## src/rtl/perf_pkg.sv

```systemverilog
// Shared types for the performance monitor: FSM state encoding and read-select width.
package perf_pkg;

    typedef enum logic [1:0] {
        RUN     = 2'd0,
        HALTED  = 2'd1,
        TIMEOUT = 2'd2
    } state_t;

    // Index space is NUM_EVENTS event counters plus the cycle counter.
    function automatic int sel_w(input int num_events);
        return (num_events < 1) ? 1 : $clog2(num_events + 1);
    endfunction

endpackage

```

## src/rtl/perf_counter.sv

```systemverilog
// Single performance counter with a sticky overflow flag; saturates or wraps at all-ones.
// Latency: updates on the edge after inc/clr; no backpressure (inc sampled every cycle).
module perf_counter #(
    parameter int CNT_W    = 32,
    parameter int SATURATE = 1
) (
    input  logic             clk,
    input  logic             rst_n,
    input  logic             inc,
    input  logic             clr,
    output logic [CNT_W-1:0] cnt,
    output logic             ovf
);

    localparam logic [CNT_W-1:0] CNT_MAX = '1;

    logic [CNT_W-1:0] r_cnt;
    logic             r_ovf;

    always_ff @(posedge clk) begin
        if (!rst_n || clr) begin
            r_cnt <= '0;
            r_ovf <= 1'b0;
        end else if (inc) begin
            if (r_cnt == CNT_MAX) begin
                r_ovf <= 1'b1;
                r_cnt <= (SATURATE != 0) ? CNT_MAX : '0;
            end else begin
                r_cnt <= r_cnt + CNT_W'(1);
            end
        end
    end

    assign cnt = r_cnt;
    assign ovf = r_ovf;

endmodule

```

## src/rtl/perf_monitor.sv

```systemverilog
// Event/cycle performance monitor with halt detection and cycle-limit watchdog.
// Latency: rd_data 1 cycle after rd_sel (reflects that edge's update); no backpressure.
module perf_monitor
    import perf_pkg::*;
#(
    parameter int NUM_EVENTS  = 6,
    parameter int CNT_W       = 32,
    parameter int CYCLE_LIMIT = 100000,
    parameter int SATURATE    = 1
) (
    input  logic                             clk,
    input  logic                             rst_n,
    input  logic [NUM_EVENTS-1:0]            event_i,
    input  logic                             en,
    input  logic                             hlt,
    input  logic                             clear,
    input  logic [sel_w(NUM_EVENTS)-1:0]     rd_sel,
    output logic [CNT_W-1:0]                 rd_data,
    output logic [NUM_EVENTS:0]              ovf,
    output logic                             done,
    output logic                             timeout
);

    localparam int               SEL_W    = sel_w(NUM_EVENTS);
    localparam int               CYC      = NUM_EVENTS;
    localparam logic [CNT_W-1:0] CNT_MAX  = '1;
    localparam logic [63:0]      LIMIT_M1 = 64'(CYCLE_LIMIT - 1);

    state_t            r_state;
    state_t            w_state_nxt;
    logic              w_run;
    logic              w_tmo_hit;
    logic [NUM_EVENTS:0] w_inc;
    logic [CNT_W-1:0]  w_cnt [NUM_EVENTS+1];
    logic [CNT_W-1:0]  w_sel_cnt;
    logic              w_sel_inc;
    logic [CNT_W-1:0]  w_sel_nxt;
    logic [CNT_W-1:0]  r_rd_data;

    // Cycle counter occupies the top index, after the event counters.
    always_comb begin
        w_inc = '0;
        w_run = (r_state == RUN) && !clear;
        for (int k = 0; k < NUM_EVENTS; k++) begin
            w_inc[k] = w_run && en && event_i[k];
        end
        w_inc[CYC] = w_run;
    end

    assign w_tmo_hit = (64'(w_cnt[CYC]) == LIMIT_M1);

    always_ff @(posedge clk) begin
        if (!rst_n) begin
            r_state <= RUN;
        end else begin
            r_state <= w_state_nxt;
        end
    end

    // hlt outranks the watchdog when both land on the same cycle.
    always_comb begin
        w_state_nxt = r_state;
        if (clear) begin
            w_state_nxt = RUN;
        end else if (r_state == RUN) begin
            if (hlt) begin
                w_state_nxt = HALTED;
            end else if (w_tmo_hit) begin
                w_state_nxt = TIMEOUT;
            end
        end
    end

    for (genvar g = 0; g <= NUM_EVENTS; g++) begin : g_cnt
        perf_counter #(
            .CNT_W    (CNT_W),
            .SATURATE (SATURATE)
        ) u_cnt (
            .clk   (clk),
            .rst_n (rst_n),
            .inc   (w_inc[g]),
            .clr   (clear),
            .cnt   (w_cnt[g]),
            .ovf   (ovf[g])
        );
    end

    always_comb begin
        w_sel_cnt = '0;
        w_sel_inc = 1'b0;
        for (int k = 0; k <= NUM_EVENTS; k++) begin
            if (rd_sel == SEL_W'(k)) begin
                w_sel_cnt = w_cnt[k];
                w_sel_inc = w_inc[k];
            end
        end
    end

    // Read path predicts the selected counter's post-edge value so rd_data
    // shows the update made on the same edge it is registered.
    always_comb begin
        w_sel_nxt = w_sel_cnt;
        if (clear) begin
            w_sel_nxt = '0;
        end else if (w_sel_inc) begin
            if (w_sel_cnt == CNT_MAX) begin
                w_sel_nxt = (SATURATE != 0) ? CNT_MAX : '0;
            end else begin
                w_sel_nxt = w_sel_cnt + CNT_W'(1);
            end
        end
    end

    always_ff @(posedge clk) begin
        if (!rst_n) begin
            r_rd_data <= '0;
        end else begin
            r_rd_data <= w_sel_nxt;
        end
    end

    assign rd_data = r_rd_data;
    assign done    = (r_state == HALTED);
    assign timeout = (r_state == TIMEOUT);

endmodule

```

## config.mk

```make
export PLATFORM = sky130hd
export DESIGN_NAME = perf_monitor
export DESIGN_NICKNAME = d
export VERILOG_FILES = /design/src/rtl/perf_pkg.sv /design/src/rtl/perf_counter.sv /design/src/rtl/perf_monitor.sv
export SDC_FILE = /design/constraint.sdc
export NUM_CORES = 1
export LEC_CHECK = 0
export BUFFER_PORTS_ARGS = -buffer_cell sky130_fd_sc_hd__buf_4
export CAP_MARGIN = 10
export CORE_MARGIN = 2
export CORE_UTILIZATION = 57
export CTS_CLUSTER_DIAMETER = 80
export CTS_CLUSTER_SIZE = 30
export DETAILED_ROUTE_END_ITERATION = 12
export PLACE_DENSITY_LB_ADDON = 0.15
export RECOVER_POWER = 50
export SYNTH_ARGS = -nofsm -noshare
export SYNTH_HDL_FRONTEND = slang
export SYNTH_SLANG_ARGS = --single-unit
```

## constraint.sdc

```tcl
create_clock -name clk -period 3.3 [get_ports clk]
set_input_delay 0.66 -clock clk [delete_from_list [all_inputs] [get_ports clk]]
set_output_delay 0.66 -clock clk [all_outputs]
set_load 0.02 [all_outputs]
```

Yosys cells after proc, flatten, opt, wreduce, memory -nomap -nowiden
Cells that the tools add are included.
{"block": "word_totals", "ram_bits": 0, "word_cells": 90, "ff_bits": 265, "latch_bits": 0, "out_inout_bits": 41, "memories": 0, "rom_bits": 0}
{"block": "classes", "mul": 0, "addsub": 8, "shift": 0, "eq_ne": 17, "mux": 25, "n_reduce_logical": 23, "bitwise_logic": 1, "magnitude_cmp": 0, "n_div": 0}
{"cell": "$mux W32", "count": 16}
{"cell": "$add A32 B1 Y32 const B", "count": 8}
{"cell": "$eq A32 B32 Y1 const B", "count": 8}
{"cell": "$eq A32 B17 Y1 const B", "count": 1}
{"cell": "$reduce_and A2 Y1", "count": 8}
{"cell": "$eq A3 B3 Y1 const B", "count": 3}
{"cell": "$logic_and A1 B1 Y1", "count": 8}
{"cell": "$mux W1", "count": 7}
{"cell": "$eq A3 B2 Y1 const B", "count": 2}
{"cell": "$mux W2", "count": 2}
{"cell": "$eq A3 B1 Y1 const B", "count": 1}
{"cell": "$logic_not A3 Y1", "count": 1}
{"cell": "$eq A2 B1 Y1 const B", "count": 1}
{"cell": "$eq A2 B2 Y1 const B", "count": 1}
{"cell": "$logic_not A1 Y1", "count": 2}
{"cell": "$logic_not A2 Y1", "count": 1}
{"cell": "$reduce_bool A2 Y1", "count": 1}
{"cell": "$reduce_or A2 Y1", "count": 1}
{"cell": "$logic_or A1 B1 Y1", "count": 1}
{"cell": "$not A1 Y1", "count": 1}

Depth between registers and ports, before layout
{"block": "logic_depth", "depth_word": 12, "mapped_depth": 16, "ltp_nobuf": 11}

Cells and area by module
A second synthesis with hierarchy kept.
{"block": "hier_totals", "cells_unflattened": 1711, "hier_area_um2": 15489.9}
{"mod": "perf_counter", "cells_per_inst": 173, "area_per_inst_um2": 1625.3, "seq_area_each_um2": 660.6, "instances": 7}
{"mod": "perf_monitor", "cells_per_inst": 500, "area_per_inst_um2": 4112.7, "seq_area_each_um2": 680.7, "instances": 1}

Worst setup path after synthesis
OpenSTA, ideal clock, no wires.
{"block": "synth_timing", "path_kind": "input to register", "from": "input rd_sel[1]", "to": "register r_rd_data[25] (netlist: rd_data[25])", "setup_time_ps": 79, "required_time_ps": 3221, "setup_slack_ps": -87, "n_path_buf": 4, "arrival_time_ps": 3308, "cell_stages": 15, "cell_sequence": "buf_4 -> buf_6 -> buf_4 -> buf_4 -> mux2i_1 -> a22oi_1 -> nand2_1 -> inv_1 -> ha_1 -> inv_1 -> a31o_2 -> nor4_4 -> nand4_1 -> or4_1 -> o211ai_1"}
{"block": "synth_via", "elab_chain_cells": 11, "elab_cells_between_ends": 25, "classes_between": "add/sub (1); eq/ne (7); mux (16); reduce/logical (1)"}
{"item": "from (decl)", "line": "perf_monitor.sv:17", "rtl": "input logic [sel_w(NUM_EVENTS)-1:0] rd_sel,"}
{"item": "$logic_not A3 Y1", "line": "perf_monitor.sv:92", "rtl": "if (rd_sel == SEL_W'(k)) begin"}
{"item": "$mux W32 (7 in a row)", "line": "perf_monitor.sv:92"}
{"item": "$add A32 B1 Y32 / $eq A32 B32 Y1 (equally long branches)", "line": "perf_monitor.sv:109, perf_monitor.sv:106"}
{"item": "$mux W32", "line": "perf_monitor.sv:106", "rtl": "if (w_sel_cnt == CNT_MAX) begin"}
{"item": "$mux W32 (*)", "line": "perf_monitor.sv:105", "rtl": "end else if (w_sel_inc) begin"}
{"item": "to (signal assigned)", "line": "perf_monitor.sv:118", "rtl": "r_rd_data <= w_sel_nxt;"}
{"item": "to (decl)", "line": "perf_monitor.sv:38", "rtl": "logic [CNT_W-1:0] r_rd_data;"}
Every way passes the cells marked *; elsewhere a longest branch is shown, timed or not.
A chain may end at the register's enable or synchronous reset.

Final worst setup path
{"block": "layout_timing", "from": "register r_state[1]", "to": "register g_cnt[1].u_cnt.r_cnt[30]"}
{"block": "layout_via", "elab_chain_cells": 4}
{"item": "from (decl)", "line": "perf_monitor.sv:29", "rtl": "state_t r_state;"}
{"item": "from (signal assigned)", "line": "perf_monitor.sv:56", "rtl": "r_state <= w_state_nxt;"}
{"item": "$logic_not A2 Y1", "line": "perf_monitor.sv:43", "rtl": "w_run = (r_state == RUN) && !clear;"}
{"item": "$logic_and A1 B1 Y1", "line": "perf_monitor.sv:43"}
{"item": "$logic_and A1 B1 Y1 (2 in a row)", "line": "perf_monitor.sv:45", "rtl": "w_inc[k] = w_run && en && event_i[k];"}
{"item": "to (signal assigned)", "line": "perf_counter.sv:27", "rtl": "r_cnt <= (SATURATE != 0) ? CNT_MAX : '0;"}
{"item": "to (signal assigned)", "line": "perf_counter.sv:29", "rtl": "r_cnt <= r_cnt + CNT_W'(1);"}
{"item": "to (decl)", "line": "perf_counter.sv:17", "rtl": "logic [CNT_W-1:0] r_cnt;"}
No other way between the ends.

==> flow_summary.toml <==
[status]
status = "complete, but fails checks"
violations = "max-capacitance violations, max-slew violations"

[timing]
hold_violations = 0
layout_min_cycle_time_ps = 3130
finalCritPeriodShare_pct = 94.8
setup_viol = 0
hold-worst-slack_ps = 405
grt_setup_unrepaired = "false"
fmax_mhz = 320
fin_worst_skew_ps = 23.1
max_slew_margin_pct = -23.3
setup_tns_ps = 0
tightest_slew_ps = 1850
slew_viol_final = 162

[cts]
worst_skew_pair.late_latency_ps = 520
cts_setup_buffers = 0
clkTransAtPathRegs_ps = 120
cts_root_buf = "clkbuf_16"
numCtsBuffers = 15
h-tree-depth = 1
ctsResizeCount = 0
cts_tree = "yes"
cts_sinks = 265
cts_buffer_depth = 3
postCtsHoldBufs = 0

[power]
total_leakage_power_nw = 5.46
power_density_nw_per_um2 = 357
peakVddDrop_v = 0.000384

[setup_path]
cp.arrival_ps = 3520
endpoint_kind = "flip-flop"
path_class = "reg2reg"
crit_path_start_kind = "flip-flop"
critPathRequiredTime_ps = 3700
crit_fanout = 6

[placement]
portBuffers = 54
gp_congestion = 0.997
dpl.hpwl_um = 35500

[detailed_routing]
wl_um = 46100
via_per_inst = 6.24
dr.pass1.iters = 8
drtIter0Drc = 1302
drc = 0
postRouteAntennaNets = 0
post_drt_wl_per_cell_um = 21.1
vias = 13600

[yosys]
synth.avg_cell_area_um2 = 8.31
synth_cell_type_count = 73
syn_area_um2 = 14500
synth_warnings = 0
ys.flop_type = "dfxtp_1"
ys_top_cells_by_area = "dfxtp_1, a21oi_1, xnor2_1, xor2_1, mux2i_1"
ys_seq_area_share_pct = 36.5
synth_top_area_share_pct = 36.5
netlist_top_cells_count = "dfxtp_1, a21oi_1, nor2_1"
async_flop_share_pct = 0
synth_fp_nets = 1772
synth_edf_count = 0
yosysMostFrequentCell = "dfxtp_1"
syn-instance-count = 1750
ys_seq_elements = 265
yosysTopAreaCell = "dfxtp_1"

[run]
max_cap_viol_count = 1

[global_routing]
grt_pass1_vias = 12300
grt_pass1_wl_um = 70100
overflow = 0
gr-usage-all-layers_pct = 33.8
grt_max_degree = 162
antenna_found_initial = 0

[die]
dieArea_um2 = 26800
core.rowCount = 58
start_util_pct = 57.9
core_um2 = 25100
ioPinCount = 55
die_w_um = 164
die_y_um = 164

[finish]
fin_nets = 1869
drive_gt1_share_pct = 11.4
area_growth_pct = 11.8
num-fill-cells = 2259
antenna_cells = 0

[worst_hold_path]
holdCritPathClass = "in2reg"
==> metrics by stage <==
stage	setup slack (ps)	power, mW	util [%]	area [um^2]	std cells
final	172	5.81	64.7	16300	2185
after global routing	96.2	5.99	64.7	16300	2185
after CTS	332	5.84	65.6	16500	2185
after detailed placement	-22.9	3.72	63.6	16000	2160
after global placement	30.2	3.71	63.6	16000	2160
after floorplan	0.146	3.54	-	14600	1750
==> layout by cell type, fill, tap and decap left out, types with 11 or more instances in the layout <==
cell type	instances
a22oi_1	11
dfxtp_1	265
nor3_1	45
and3_1	48
nand4_1	59
a21oi_1	209
nand2_1	106
o22ai_1	16
nand3_1	99
nand2b_1	14
or3_1	18
mux2i_1	69
xor2_1	88
and4_1	25
a31oi_1	19
or4_1	17
inv_1	61
nor4_1	16
clkbuf_16	15
and2_1	13
o21ai_0	23
a211oi_1	12
xnor2_1	91
nor2_1	155
buf_4	129
clkbuf_1	50
or2_2	13
nor2b_1	11
==> logic make-up (layout without fill, tap and decap cells) <==
group                      after synthesis  after routing  share of synthesized area (%)
AOI/OAI and AO/OA                      375            375                           15.9
xor gates and xnor gates               179            179                           10.8
adders and majority gates                8              8                          0.689
buffers and inverters                  171            276                           5.31
DFF                                    265            265                           36.5
muxes                                   81             81                           6.15
and+or+nand+nor                        671            671                           24.6
==> layout make-up <==
class	instances	area, um^2	area share [%]
multi-input combinational	1314	8470	52.1
sequential	265	5310	32.6
timing repair buffer	190	1330	8.21
tap	330	413	2.54
clock buffer	16	389	2.39
inverter	61	229	1.41
clock inverter	9	119	0.731
==> worst max-delay path, cell delays in order, from the launching register on <==
cell and delay [ps]:
dfxtp_1 400, or4b_1 610, clkbuf_1 300, or4_1 600
or3_1 330, or3_1 380, nor3_2 160, xnor2_1 140
a21oi_1 80
==> where the power goes <==
part           internal (mW)  total, mW  switching [mW]
sequential              3.21       3.22         0.00805
combinational          0.158      0.427           0.269
clock                  0.934       2.16            1.23
==> sequential cells by signal, summed over array words and instances (netlist names) <==
name	flops
rd_data	32
r_state	2
g_cnt.u_cnt.ovf	7
g_cnt.u_cnt.cnt	224
==> layer usage <==
| metal | share of wire, % | vias up | track usage [%] | routed length (um) |
|---|---|---|---|---|
| met5 | 0 | - | 0 | 0 |
| met1 | 43 | 6466 | 45.4 | 19800 |
| met4 | 4.1 | 0 | 12.2 | 1890 |
| met3 | 7.7 | 95 | 5.26 | 3540 |
| met2 | 45 | 553 | 55.0 | 20800 |
| li1 | - | 6513 | - | - |
==> path summary, 6_finish.rpt <==
| check | start | to | slack (ps) | cells after the start |
|---|---|---|---|---|
| min reg2reg | g_cnt[3].u_cnt.ovf | g_cnt[3].u_cnt.ovf | 450 | 2 |
| min | hlt | r_state[0] | 400 | 3 |
| max reg2reg | r_state[1] | g_cnt[1].u_cnt.cnt[30] | 170 | 8 |
| max | r_state[1] | g_cnt[1].u_cnt.cnt[30] | 170 | 8 |
No activity file was read; power rests on OpenSTA's default activity.
